`config.mk`:
```
export PLATFORM = sky130hd
export DESIGN_NAME = lsu_mem_port
export DESIGN_NICKNAME = d
export VERILOG_FILES = /design/src/rtl/lsu_pkg.sv /design/src/rtl/lsu_load_extend.sv /design/src/rtl/lsu_mem_port.sv
export SDC_FILE = /design/constraint.sdc
export NUM_CORES = 1
export LEC_CHECK = 0
export CAP_MARGIN = 10
export CORE_ASPECT_RATIO = 0.75
export CORE_MARGIN = 2
export CORE_UTILIZATION = 39
export CTS_CLUSTER_DIAMETER = 60
export DETAILED_ROUTE_END_ITERATION = 12
export PLACE_DENSITY = 0.77
export SKIP_LAST_GASP = 1
export SLEW_MARGIN = 10
export SYNTH_ARGS = -nofsm -noshare
export SYNTH_HDL_FRONTEND = slang
export SYNTH_SLANG_ARGS = --single-unit
```
`constraint.sdc`:
```
create_clock -name clk -period 1.55 [get_ports clk]
set_input_delay 0.31 -clock clk [delete_from_list [all_inputs] [get_ports clk]]
set_output_delay 0.31 -clock clk [all_outputs]
set_load 0.01 [all_outputs]
```
`src/rtl/lsu_pkg.sv`:
```
// Shared encodings, FSM state type and access-size helper for the load/store memory port.
package lsu_pkg;

  localparam logic [1:0] SZ_BYTE = 2'b00;
  localparam logic [1:0] SZ_HALF = 2'b01;
  localparam logic [1:0] SZ_WORD = 2'b10;
  localparam logic [1:0] SZ_ILL  = 2'b11;

  // RW_type bit that selects zero-extension on loads
  localparam int unsigned UNS_BIT = 2;

  // Access type used for every piece of a split (misaligned) transfer
  localparam logic [2:0] RW_BYTE_U = 3'b100;

  typedef enum logic [1:0] {
    ST_IDLE = 2'd0,
    ST_ACC  = 2'd1,
    ST_RESP = 2'd2
  } lsu_state_e;

  function automatic logic [2:0] size_bytes(input logic [1:0] sz);
    case (sz)
      SZ_BYTE: size_bytes = 3'd1;
      SZ_HALF: size_bytes = 3'd2;
      SZ_WORD: size_bytes = 3'd4;
      default: size_bytes = 3'd0;
    endcase
  endfunction

endpackage

```
`src/rtl/lsu_load_extend.sv`:
```
// Combinational sign/zero extension of right-aligned load data according to RW_type.
module lsu_load_extend
  import lsu_pkg::*;
#(
  parameter int DATA_W = 32
) (
  input  logic [DATA_W-1:0] data,
  input  logic [2:0]        rw_type,
  output logic [DATA_W-1:0] ext
);

  function automatic logic [DATA_W-1:0] extend(input logic [DATA_W-1:0] d,
                                               input logic [2:0]        t);
    logic signed [7:0]        b_s;
    logic signed [15:0]       h_s;
    logic signed [DATA_W-1:0] w_s;
    b_s = d[7:0];
    h_s = d[15:0];
    w_s = '0;
    case (t[1:0])
      SZ_BYTE: begin
        if (t[UNS_BIT]) w_s = {{(DATA_W-8){1'b0}}, d[7:0]};
        else            w_s = DATA_W'(b_s);
      end
      SZ_HALF: begin
        if (t[UNS_BIT]) w_s = {{(DATA_W-16){1'b0}}, d[15:0]};
        else            w_s = DATA_W'(h_s);
      end
      SZ_WORD: w_s = d;
      default: w_s = '0;
    endcase
    extend = w_s;
  endfunction

  assign ext = extend(data, rw_type);

endmodule

```
`src/rtl/lsu_mem_port.sv`:
```
// Load/store initiator for the combinational-read, clocked-write memory port.
// Optional build macro MISALIGN_SPLIT_EN: byte-split misaligned accesses instead of faulting them.
module lsu_mem_port
  import lsu_pkg::*;
#(
  parameter int ADDR_W = 32,
  parameter int DATA_W = 32
) (
  input  logic              clk,
  input  logic              rst_n,
  input  logic              req_valid,
  output logic              req_ready,
  input  logic              req_we,
  input  logic [ADDR_W-1:0] req_addr,
  input  logic [2:0]        req_type,
  input  logic [DATA_W-1:0] req_wdata,
  output logic              resp_valid,
  output logic [DATA_W-1:0] resp_rdata,
  output logic              resp_fault,
  output logic              mem_W_en,
  output logic              mem_R_en,
  output logic [ADDR_W-1:0] mem_addr,
  output logic [2:0]        mem_RW_type,
  output logic [DATA_W-1:0] mem_din,
  input  logic [DATA_W-1:0] mem_dout,
  output logic              busy
);

  lsu_state_e        state, state_nxt;
  logic              we_p0;
  logic [2:0]        type_p0;
  logic [DATA_W-1:0] wdata_p0;
  logic [ADDR_W-1:0] ptr_p0;
  logic              fault_p0;
  logic [DATA_W-1:0] rdata_p1;
  logic [DATA_W-1:0] rdata_ext;
  logic              accept;
  logic              req_mis;
  logic              req_illegal;
  logic              last_acc;
`ifdef MISALIGN_SPLIT_EN
  logic              split_p0;
  logic [1:0]        cnt_p0;
`endif

  assign accept  = (state == ST_IDLE) && req_valid;
  assign req_mis = ((req_type[1:0] == SZ_HALF) && req_addr[0]) ||
                   ((req_type[1:0] == SZ_WORD) && (req_addr[1:0] != 2'b00));

`ifdef MISALIGN_SPLIT_EN
  assign req_illegal = (req_type[1:0] == SZ_ILL);
  assign last_acc    = !split_p0 || ({1'b0, cnt_p0} == (size_bytes(type_p0[1:0]) - 3'd1));
`else
  assign req_illegal = (req_type[1:0] == SZ_ILL) || req_mis;
  assign last_acc    = 1'b1;
`endif

  // Stage p0: request capture, address pointer and load-data assembly
  always_ff @(posedge clk or negedge rst_n) begin
    if (!rst_n) begin
      state    <= ST_IDLE;
      we_p0    <= 1'b0;
      type_p0  <= '0;
      wdata_p0 <= '0;
      ptr_p0   <= '0;
      fault_p0 <= 1'b0;
      rdata_p1 <= '0;
`ifdef MISALIGN_SPLIT_EN
      split_p0 <= 1'b0;
      cnt_p0   <= '0;
`endif
    end else begin
      state <= state_nxt;
      if (accept) begin
        we_p0    <= req_we;
        type_p0  <= req_type;
        wdata_p0 <= req_wdata;
        ptr_p0   <= req_addr;
        fault_p0 <= req_illegal;
        rdata_p1 <= '0;
`ifdef MISALIGN_SPLIT_EN
        split_p0 <= req_mis;
        cnt_p0   <= '0;
`endif
      end else if (state == ST_ACC) begin
`ifdef MISALIGN_SPLIT_EN
        if (split_p0) begin
          if (!we_p0) rdata_p1[{cnt_p0, 3'b000} +: 8] <= mem_dout[7:0];
          ptr_p0 <= ptr_p0 + ADDR_W'(1);
          cnt_p0 <= cnt_p0 + 2'd1;
        end else if (!we_p0) begin
          rdata_p1 <= mem_dout;
        end
`else
        if (!we_p0) rdata_p1 <= mem_dout;
`endif
      end
    end
  end

  // Next state and all port outputs; memory side is only live in ACC
  always_comb begin
    state_nxt   = state;
    req_ready   = 1'b0;
    busy        = 1'b1;
    resp_valid  = 1'b0;
    resp_fault  = 1'b0;
    resp_rdata  = '0;
    mem_W_en    = 1'b0;
    mem_R_en    = 1'b0;
    mem_addr    = '0;
    mem_RW_type = '0;
    mem_din     = '0;
    case (state)
      ST_IDLE: begin
        req_ready = 1'b1;
        busy      = 1'b0;
        if (accept) state_nxt = req_illegal ? ST_RESP : ST_ACC;
      end
      ST_ACC: begin
        mem_W_en    = we_p0;
        mem_R_en    = !we_p0;
        mem_addr    = ptr_p0;
        mem_RW_type = type_p0;
        mem_din     = wdata_p0;
`ifdef MISALIGN_SPLIT_EN
        if (split_p0) begin
          mem_RW_type = RW_BYTE_U;
          mem_din     = {{(DATA_W-8){1'b0}}, wdata_p0[{cnt_p0, 3'b000} +: 8]};
        end
`endif
        if (last_acc) state_nxt = ST_RESP;
      end
      ST_RESP: begin
        resp_valid = 1'b1;
        resp_fault = fault_p0;
        if (!we_p0 && !fault_p0) resp_rdata = rdata_ext;
        state_nxt  = ST_IDLE;
      end
      default: state_nxt = ST_IDLE;
    endcase
  end

  lsu_load_extend #(
    .DATA_W (DATA_W)
  ) u_load_extend (
    .data    (rdata_p1),
    .rw_type (type_p0),
    .ext     (rdata_ext)
  );

endmodule
```
==> results of run 1 <==
[synth_stat cells (4+ instances only)]
cell,number,area [µm²]
a21oi_1,51,255.2
a21oi_2,5,43.79
and2_1,70,437.9
and3_1,8,50.05
buf_12,6,120.1
buf_2,4,20.02
buf_6,8,90.09
clkbuf_1,15,56.30
dfrtp_1,103,2577
mux2_2,25,281.5
mux2_4,43,645.6
nand2_1,81,304.0
o21ai_0,8,40.04
[through the flow]
step                      hold WS (ps)  TNS (ps)
after floorplan                  14.41     -1364
after global placement           326.0    -48380
after detailed placement         328.4    -50540
after CTS                        484.8    -74590
after global routing             496.9    -75500
final                            498.1    -63210
[repair_timing]
action | 4_1_cts | 5_1_grt
endpoints found under the hold margin | 103 | 0
buffers inserted | 47 | 15
gates cloned | 17 | 7
gates resized for setup | 549 | 202
hold buffers | 1 | 0
endpoints found under the setup margin | 206 | 207
pin swaps | 33 | 30
[kinds of logic after synthesis]
| family | share of synthesized area |
|---|---|
| compound gates | 0.07351 |
| mux | 0.1867 |
| simple gates | 0.1700 |
| flops | 0.5081 |
| buf+inv | 0.06167 |
[registers in the layout, indices dropped and copies added (netlist names)]
signal,count
state,2
fault_p0,1
ptr_p0,32
type_p0,3
rdata_p1,32
wdata_p0,32
we_p0,1
[final cells by class]
type / count / share of cell area
timing repair buffer: 304 / 0.3812
clock inverter: 7 / 0.008116
multi-input combinational: 306 / 0.2930
inverter: 3 / 0.001702
tap: 171 / 0.02239
clock buffer: 9 / 0.02356
sequential: 103 / 0.2701
[critical path, cell delays in order (launching register included)]
cell and delay (ps):
dfrtp_2 450, buf_6 130, a211oi_4 300, nand2_4 130, buf_6 170, a21oi_2 110
buf_2 160
[power by group through the flow]
stage          Combinational, mW  Sequential [mW]  Clock [mW]
4_1_cts                     2.94             3.53        2.37
2_1_floorplan               1.35             3.45           0
6_report                    3.40             3.59        2.33
5_1_grt                     3.58             3.65        2.48
3_3_place_gp                2.15             3.52           0
3_5_place_dp                2.21             3.54           0
[worst min-delay path by stage]
stage                       startpoint           end  slack (ps)
after floorplan                  rst_n      fault_p0          10
after detailed placement         rst_n   rdata_p1[8]         330
after CTS                 mem_dout[17]  rdata_p1[17]         480
final                            rst_n   rdata_p1[1]         500
after global placement           rst_n   rdata_p1[4]         330
after global routing       mem_dout[1]   rdata_p1[1]         500
[layer usage]
metal  wire [µm]  part of all wire  up-vias
met5           0                 0        -
met4         221             0.013        0
met3        1019             0.058       17
met2        8651              0.50      153
met1        7533              0.43     2249
li1            -                 -     2035
==> reports/qor.yml, run 1 <==
clkSinkCount: 103
ir_worst_vdd_uv: 734.8
ant_nets: 0
powerDensity_nw_per_um2: 975.5
switchingPower_mw: 2.657
status: "finished, violations left"
nNetsFinal: 830
grtUsageMet2: 0.3877
cts_htree_levels: 3
synthFlopType: "dfrtp_1"
setup.worst_path.start: "type_p0[0]"
yosys_warnings: 0
critPathCaptureType: "output pin"
fin_total_pwr_mw: 9.324
antenna_found_initial: 0
reg2regPathDepth: 8
grt_overflow_total: 0
hold_class: "input pin to async pin"
hold_viol: 0
p_leak_nw: 4.254
start_kind: "register"
drt_iter0_markers: 119
skew_ps: 5.280
synth_cells: 447
grt_pass1_wl_um: 24080
layout_commonest_cell: "buf_6"
seqCellArea_um2: 2581
fillers: 827
grt_util_met1: 0.2897
post-place-ws_ps: -666.5
multiInputGateArea_um2: 2800
fin_cells: 903
synth-seq-cells: 103
cp-endpoint: "resp_rdata[14]"
synth_nets: 550
p_seq_frac: 0.385
drv_cap: 0
clkLatencyLatePin_ps: 350
wl_um: 17430
post_drt_via_cell_ratio: 4.932
grt_use_total: 0.2273
final_cell_mix: "buf_6 (122), clkdlybuf4s50_1 (101), dfrtp_1 (100)"
synth_edf_count: 0
drc: 0
area_growth_pct: 88.43
cts_buffers: 9
cp.required_ps: 1240
synth-async-reset-ratio: 1.000
post-place-cells: 817
violations: "negative setup slack"
fp.dieW_um: 135.7
num_rows: 36
ios: 208
timing.rr.end: "wdata_p0[0]"
dieArea_um2: 13940
clockRootBuffer: "clkbuf_16"
setup_viol: 206
cts_tree: "yes"
die_y_um: 102.8
combPwrFrac: 0.364
dr.pass1.iters: 4
r2r_start: "state[0]"
first_global_vias: 4478
path_max_fanout: 8
min_period_over_period: 1.367
synth_seq_area_share: 0.5081
busiest_layer: "met2"
crit_arrival_ps: 1810
synth_cell_types: 29
syn_area_per_cell_um2: 11.35
slew_headroom: 0.7540
wl_per_cell_um: 19.30
design_area_um2: 9558
switching_share: 0.2850
p_clk_frac: 0.250
grt_max_degree: 55
fin_util: 0.7445
final.setup.worst_slack_ps: -568.3
dpl.hpwl_um: 9361
worstMarginPinSlew_ps: 365.2
path_clk_slew_ps: 70
vias: 4454
coreArea_um2: 12840
power.internal_mw: 6.666
clock.fmax_mhz: 472.1
placed_area_um2: 7546
syn_area_um2: 5072
min_period_ps: 2118
rsz0062_at_grt: "yes"
crit_type: "register to output pin"
place.port_buffers: 207
cts_buffer_depth: 2
grt_use_met3: 0.05851
drive_gt1_frac: 0.5861
antenna_cells: 0
maxSlewViolCount: 0
initial_core_util: 0.3951
place_congestion: 0.7540
r2r_slack_ps: -300
Power figures use the tool's default switching activity.
==> run 2, diff against run 1 <==
Settings changed: CTS_CLUSTER_DIAMETER 60 to 100, REMOVE_ABC_BUFFERS from default to 1, SLEW_MARGIN 10 to 20.
==> run 2 against run 1 <==
- critical path depth up 2
- hold slack worse by 480 ps
- die area unchanged
- register-to-register slack worse by 40 ps
- sequential share of layout area up 1.8 points
- combinational power down 7.4%
- maximum frequency down 1.5%
- worst setup slack worse by 32 ps
- non-clock buffer count down 8
- clock-buffer cell count up 2
- first-iteration DRC count up 82%
- the run still ends with negative setup slack left
==> reports/qor.yml, run 2 (synthesis results as in run 1) <==
reg2regPathDepth: 9
crit_family: "buffers and inverters"
clock.fmax_mhz: 465.1
violations: "negative setup slack"
critPathCaptureType: "output pin"
cts_buffer_depth: 2
dr.pass1.iters: 4
min_period_ps: 2150
hold_viol: 0
grt_pass1_wl_um: 24970
clockRootBuffer: "clkbuf_16"
start_kind: "register"
post_drt_via_cell_ratio: 4.947
post-place-cells: 820
skew_ps: 6.281
antenna_found_initial: 0
grt_overflow_total: 0
status: "finished, violations left"
final_cell_mix: "dfrtp_1 (101), clkdlybuf4s50_1 (101), buf_6 (87)"
drc: 0
timing.rr.end: "wdata_p0[11]"
cpPeakStageDelay_ps: 380
fin_util: 0.6974
whs_ps: 21.75
first_global_vias: 4570
dieArea_um2: 13940
cts_htree_levels: 3
clkLatencyLatePin_ps: 340
die_y_um: 102.8
nNetsFinal: 822
reg_top3: "ptr_p0: 32 flops, rdata_p1: 32 flops, wdata_p0: 32 flops"
critPathSlowestCell: "dfrtp_1"
crit_arrival_ps: 1840
area_growth_pct: 76.49
cp.required_ps: 1240
slew_headroom: 0.6184
final.setup.worst_slack_ps: -600.3
grt_max_degree: 104
ir_worst_vdd_uv: 679.8
place_congestion: 0.7573
path_cells: "and2b_4 > buf_6 > buf_12 > buf_12 > buf_16 > buf_4 > and2_4 > buf_6"
worst-path-buf-inv: 6
clkSinkCount: 103
place.port_buffers: 207
ios: 208
fillers: 905
r2r_start: "state[0]"
cts_buffers: 9
cts_hold_buf: 0
cp-endpoint: "mem_din[5]"
p_leak_nw: 4.074
design_area_um2: 8952
setup_viol: 207
maxSlewViolCount: 0
fp.dieW_um: 135.7
crit_type: "register to output pin"
setup.worst_path.start: "state[1]"
vias: 4423
dpl.hpwl_um: 9482
num_rows: 36
path_max_fanout: 5
powerDensity_nw_per_um2: 996.8
ant_nets: 0
wl_per_cell_um: 19.08
path_clk_slew_ps: 70
drt_iter0_markers: 217
fin_total_pwr_mw: 8.923
placed_area_um2: 7368
worstMarginPinSlew_ps: 572.5
rsz0062_at_grt: "yes"
coreArea_um2: 12840
antenna_cells: 0
r2r_slack_ps: -340
wl_um: 17060
drv_cap: 0
hold_class: "input pin to async pin"
fin_cells: 894
drive_gt1_frac: 0.5450
cp_num_cells: 8
cts_tree: "yes"
grt_use_total: 0.2332
min_period_over_period: 1.387
initial_core_util: 0.3951
run 2: how the worst min path moves through the flow:
stage	startpoint	end	slack [ps]	depth (start not counted)
after floorplan	rst_n	fault_p0	10	0
after global routing	rst_n	ptr_p0[17]	90	2
after CTS	rst_n	ptr_p0[17]	60	2
final	rst_n	ptr_p0[17]	20	2
after global placement	rst_n	ptr_p0[17]	420	2
after detailed placement	rst_n	ptr_p0[21]	420	2
run 2: worst reg2reg max path: stages, from the launching register on:
cell and delay [ps]:
dfrtp_1 400, buf_6 130, buf_6 100, or2_4 230, inv_2 60, and2_4 180
buf_12 120, buf_8 120, buf_12 130, mux2_4 300
run 2: power breakdown:
part | internal (mW) | total (mW) | switching [mW] | leakage (nW)
registers | 3.22 | 3.57 | 0.353 | 1.27
clock network | 1.24 | 2.20 | 0.965 | 0.135
logic | 2.00 | 3.15 | 1.15 | 2.67
total | 6.45 | 8.92 | 2.47 | 4.07
run 2: layout make-up:
cell class / count / area [µm²] / share of cell area
Clock inverter: 4 / 47.55 / 0.005311
Clock buffer: 11 / 232.7 / 0.02600
Tap cell: 171 / 214.0 / 0.02390
Timing Repair Buffer: 296 / 3212 / 0.3588
Inverter: 3 / 13.76 / 0.001537
Sequential cell: 103 / 2580 / 0.2882
Multi-Input combinational cell: 306 / 2653 / 0.2963
run 2: per-stage QoR:
step	setup TNS [ps]	setup WS [ps]
6_report	-69440	-600.3
5_1_grt	-80360	-649.2
4_1_cts	-72000	-573.9
3_5_place_dp	-52460	-612.1
3_3_place_gp	-49740	-566.4
2_1_floorplan	-76140	-614.1
run 2: timing repair:
action / CTS / global route
resized for setup: 526 / 183
pin swaps: 17 / 34
cloned: 18 / 1
setup buffers: 40 / 19
setup endpoints to repair: 206 / 207
run 2: metal layers:
metal  global-route usage  share of wire
met5                    0              0
met4              0.04006          0.012
met3              0.05359          0.054
met2               0.4071           0.52
met1               0.3040           0.42
